$ cat src/rtl/mul_share_arbiter.sv
// Round-robin arbiter sharing one external combinational 8x8 multiplier between N requesters.
// Operands are registered and held for SETTLE cycles before the product is captured.
module mul_share_arbiter #(
  parameter int unsigned N      = 4,
  parameter int unsigned IDW    = 2,
  parameter int unsigned SETTLE = 2
) (
  input  logic             clk,
  input  logic             rst,
  input  logic [N-1:0]     req,
  input  logic [8*N-1:0]   a_in,
  input  logic [8*N-1:0]   b_in,
  output logic [N-1:0]     gnt,
  output logic [7:0]       mul_a,
  output logic [7:0]       mul_b,
  input  logic [15:0]      mul_w,
  output logic [15:0]      res,
  output logic [IDW-1:0]   res_id,
  output logic             res_valid,
  input  logic             res_ready
);

  localparam int unsigned CNTW = (SETTLE > 1) ? $clog2(SETTLE) : 1;
  localparam logic [CNTW-1:0] CntLoad = CNTW'(SETTLE - 1);

  localparam logic [1:0] StIdle = 2'd0;
  localparam logic [1:0] StWait = 2'd1;
  localparam logic [1:0] StDone = 2'd2;

  logic [1:0]      state_q, state_d;
  logic [IDW-1:0]  ptr_q, ptr_d;
  logic [IDW-1:0]  win_q, win_d;
  logic [CNTW-1:0] cnt_q, cnt_d;

  logic [N-1:0]    gnt_d;
  logic [7:0]      mul_a_d, mul_b_d;
  logic [15:0]     res_d;
  logic [IDW-1:0]  res_id_d;
  logic            res_valid_d;

  logic            pick_found;
  logic [IDW-1:0]  pick_idx;
  logic [7:0]      sel_a, sel_b;

  // Two-pass scan: indices at or above ptr first, then the wrapped-around lower indices.
  always_comb begin
    pick_found = 1'b0;
    pick_idx   = '0;
    for (int i = 0; i < N; i++) begin
      if (!pick_found && req[i] && (i >= int'(ptr_q))) begin
        pick_found = 1'b1;
        pick_idx   = IDW'(i);
      end
    end
    for (int i = 0; i < N; i++) begin
      if (!pick_found && req[i] && (i < int'(ptr_q))) begin
        pick_found = 1'b1;
        pick_idx   = IDW'(i);
      end
    end
  end

  always_comb begin
    sel_a = '0;
    sel_b = '0;
    for (int i = 0; i < N; i++) begin
      if (pick_idx == IDW'(i)) begin
        sel_a = a_in[8*i +: 8];
        sel_b = b_in[8*i +: 8];
      end
    end
  end

  always_comb begin
    state_d     = state_q;
    ptr_d       = ptr_q;
    win_d       = win_q;
    cnt_d       = cnt_q;
    gnt_d       = '0;
    mul_a_d     = mul_a;
    mul_b_d     = mul_b;
    res_d       = res;
    res_id_d    = res_id;
    res_valid_d = res_valid;

    case (state_q)
      StIdle: begin
        if (pick_found) begin
          mul_a_d = sel_a;
          mul_b_d = sel_b;
          for (int i = 0; i < N; i++) begin
            gnt_d[i] = (pick_idx == IDW'(i));
          end
          win_d   = pick_idx;
          ptr_d   = (pick_idx == IDW'(N - 1)) ? '0 : pick_idx + IDW'(1);
          cnt_d   = CntLoad;
          state_d = StWait;
        end
      end
      StWait: begin
        // Operands stay put while the ripple array settles.
        if (cnt_q != '0) begin
          cnt_d = cnt_q - CNTW'(1);
        end else begin
          res_d       = mul_w;
          res_id_d    = win_q;
          res_valid_d = 1'b1;
          state_d     = StDone;
        end
      end
      StDone: begin
        if (res_ready) begin
          res_valid_d = 1'b0;
          state_d     = StIdle;
        end
      end
      default: state_d = StIdle;
    endcase
  end

  always_ff @(posedge clk) begin
    if (rst) begin
      state_q   <= StIdle;
      ptr_q     <= '0;
      win_q     <= '0;
      cnt_q     <= '0;
      gnt       <= '0;
      mul_a     <= '0;
      mul_b     <= '0;
      res       <= '0;
      res_id    <= '0;
      res_valid <= 1'b0;
    end else begin
      state_q   <= state_d;
      ptr_q     <= ptr_d;
      win_q     <= win_d;
      cnt_q     <= cnt_d;
      gnt       <= gnt_d;
      mul_a     <= mul_a_d;
      mul_b     <= mul_b_d;
      res       <= res_d;
      res_id    <= res_id_d;
      res_valid <= res_valid_d;
    end
  end

endmodule

$ cat config.mk
export PLATFORM = sky130hd
export DESIGN_NAME = mul_share_arbiter
export DESIGN_NICKNAME = d
export VERILOG_FILES = /design/src/rtl/mul_share_arbiter.sv
export SDC_FILE = /design/constraint.sdc
export NUM_CORES = 1
export LEC_CHECK = 0
export BUFFER_PORTS_ARGS = -buffer_cell sky130_fd_sc_hd__buf_4
export CAP_MARGIN = 5
export CORE_MARGIN = 3
export CORE_UTILIZATION = 30
export DETAILED_ROUTE_END_ITERATION = 7
export PLACE_DENSITY = 0.68
export SKIP_LAST_GASP = 1
export SYNTH_ARGS = -nofsm -noshare
export SYNTH_HDL_FRONTEND = slang
export SYNTH_SLANG_ARGS = --single-unit
$ cat constraint.sdc
create_clock -name clk -period 3.14 [get_ports clk]
set_input_delay 0.314 -clock clk [delete_from_list [all_inputs] [get_ports clk]]
set_output_delay 0.314 -clock clk [all_outputs]
set_load 0.03 [all_outputs]
==> results.md <==
- Nets: just under 500
- Register-to-register setup slack: 550 ps
- Synthesized cell area: 2280 µm²
- # Post-CTS Setup Buffers: 0
- Final WL: 6559 µm
- Period Utilization, post-route: 82.59%
- Worst Reg-to-Reg Cells: 8
- Final Hold Vio Count: 0
- Max_slew headroom: 19.53%
- Crit path max fanout: 33
- Fmax: between 300 and 400 MHz
- Reg clk slew, reported paths: roughly 90 ps
- Commonest non-fill, non-tap cell in the layout: buf_4
- CP bufs+invs: 1
- Chip Height: 93.17 µm
- CTS H-tree depth: 2
- Worst hold path depth: 3
- Setup TNS: 0 ps
- Synth top area share: 40.40%
- Switching pwr: 0.0007151 W
- DP HPWL: around 4800 µm
- RSZ-0062 raised after global routing: false
- Net Sw Frac: 37.90%
- Pre-antenna DRT Iters: 4
- Crit path kind: flip-flop to flip-flop
- Layout Utilization: 45.50%
- Initial antenna violation count: 0
- Max_cap viols: 0
- CP Data Required Time: roughly 3300 ps
- Netlist cell types: 30
- Antenna Nets Post-Route: 0
- Leakage: 1.485 nW
- IO buf count: 125
- Die area: 8681 µm²
- CTS Buffer Depth: 2
- Finish-stage setup viols: 0
- Die width: a little over 90 µm
- Comb power frac: 43.1%
- Slowest Stage Delay on Critical Path: between 900 and 1000 ps
- Final min period: 2593 ps
- Yosys reg bits: 46
- Crit-path cells: nor2b_1 > nor3b_1 > o22ai_1 > inv_1 > ha_1 > a221oi_1 > a211oi_1 > nor3_1
- Hold_buf cts: 0
- Pre-CTS setup slack: between 300 and 400 ps
- Worst Hold Class: input pin to flip-flop
- DR vias/cell: roughly 4.8
- Synth Net Count: 379
- TritonCTS Buffers: 5
- Slew @ Worst Pin: around 1200 ps
- Overall Global Routing Usage: 15.11%
- Final global-route overflow total: 0
- Largest net degree at the start of global routing: 45
- Synth Warn #: 0
- Post_cts resized: 0
- Pwr dens: about 570 nW/µm²
- Core footprint: around 7300 µm²
- Clock share of power: 18.9%
- Post-synth top area cell: dfxtp_1
- Worst Slack Setup Final: 546.6 ps
- Critical Path Source Type: flip-flop
- Seq/Total Area, Yosys: approximately two fifths
- Main area contributors after synthesis: dfxtp_1 40%, a21oi_1 8.3%, nand2_1 6.8%, a221oi_1 6.1%, nand3b_1 5.9%
- Worst vdd ir: roughly 190 µV
- End of the worst hold path: res[0]
- Worst Setup SP: ptr_q[0]
- Cell Rows: 31
- Setup crit end kind: flip-flop
- Initial Utilization: 31.10%
- Layout cells sized above 1: 36.25%
- Root Buffer: clkbuf_8
- Initial DRC Count: 93
- Routed WL per cell: 13.14 µm
- Final Max Slew Viols: 0
- Syn-to-layout area delta: 46.32%
- Outcome: complete, no violations
- Sequential Power Share: 38.1%
- FF-to-FF End: mul_a[4]
- Crit Reg-Reg Startpoint: ptr_q[0]
- Instance count of the mapped netlist: 288
- Worst Path Arrival: 2760 ps
- CP top delay family: adder cells
- Avg Inst Size Synth: 7.916 µm²
- Min-delay src: mul_w[0]
- Global-route wire length before repair: between 10000 and 15000 µm
- Routability cong.: 0.8104
- Worst-skew pair later-pin latency: 290 ps
- Number of global-route vias before repair: 2266
- CP max-delay cell: ha_1
- # DRC: 0
- Pint: about 0.0012 W
- I/O Pins: 126
- Clock tree sinks: 46
- TritonCTS clock tree: yes
- Worst Skew: roughly 6.5 ps
- Via count: 2403
- ANT cells: 0
- Most frequent cells in the layout: 130 x buf_4, 46 x dfxtp_1, 41 x nand2_1
synthesized netlist by cell type (all sizes together):
library cell and count:
a21oi 38, or3 1, and2b 1, buf 15, nor2b 5, or3b 1, nor2 23, o21ai 3
inv 18, nand2 41, o22ai 1, nand3b 18, dfxtp 46, nor4 1, clkbuf 11, and2 4
nor3 20, nand2b 1, ha 4, nor3b 1, o32ai 1, a211oi 17, a21boi 1, a221oi 16
metal layers:
layer	global-route usage (%)	share of wire, %	vias to the layer above	routed length [µm]
li1	-	-	1221	-
met1	19.90	45	1072	2971
met2	24.60	44	104	2884
met3	3.701	9.5	6	625
met4	4.274	1.2	0	78
met5	0	0	-	0
worst max path at each step:
stage	endpoint	slack, ps	cells past startpoint
after floorplan	mul_b[1]	1020	10
final	mul_a[4]	550	8
after global placement	mul_a[1]	450	9
after detailed placement	mul_a[1]	350	9
after CTS	mul_a[1]	520	7
after global routing	mul_b[6]	240	7
state kept, by name, indices dropped and copies added, names as in the netlist:
signal,count
mul_a,8
res_id,2
state_q,2
cnt_q,1
res,16
res_valid,1
gnt,4
win_q,2
mul_b,8
ptr_q,2
power by group through the flow:
stage | clock (W) | combinational (W) | sequential, W
2_1_floorplan | 0 | 0.000419 | 0.000859
3_3_place_gp | 0 | 0.000815 | 0.000728
3_5_place_dp | 0 | 0.000820 | 0.000731
4_1_cts | 0.000379 | 0.000821 | 0.000719
5_1_grt | 0.000408 | 0.000897 | 0.000732
6_report | 0.000356 | 0.000813 | 0.000718
layout make-up:
class	instances	area, µm²
Multi-Input combinational cell	198	1157
Clock buffer	5	68.82
Timing Repair Buffer	130	975.9
Fill cell	746	3995
Sequential cell	46	920.9
Clock inverter	3	21.27
Inverter	18	67.56
Tap cell	99	123.9
metrics by stage:
| step | hold WS, ps | total power, W | instances | cell area, µm² |
|---|---|---|---|---|
| floorplan | 432.0 | 0.001279 | 288 | 2280 |
| global placement | 442.3 | 0.001542 | 491 | 3246 |
| detailed placement | 446.9 | 0.001550 | 491 | 3246 |
| CTS | 247.2 | 0.001920 | 499 | 3336 |
| global route | 234.0 | 0.002037 | 499 | 3336 |
| finish | 261.2 | 0.001887 | 499 | 3336 |
worst min-delay path, stage by stage:
cell	delay [ps]
buf_4	100
nand2_1	50
a21oi_1	50
logic make-up after synthesis:
| logic type | Yosys count | synth area share, % |
|---|---|---|
| AOI/OAI and AO/OA | 77 | 22.17 |
| adders and majority gates | 4 | 2.195 |
| buffers and inverters | 44 | 9.056 |
| DFF | 46 | 40.40 |
| and+or+nand+nor | 117 | 26.18 |
Note: power is estimated with default switching activity, not from simulation.
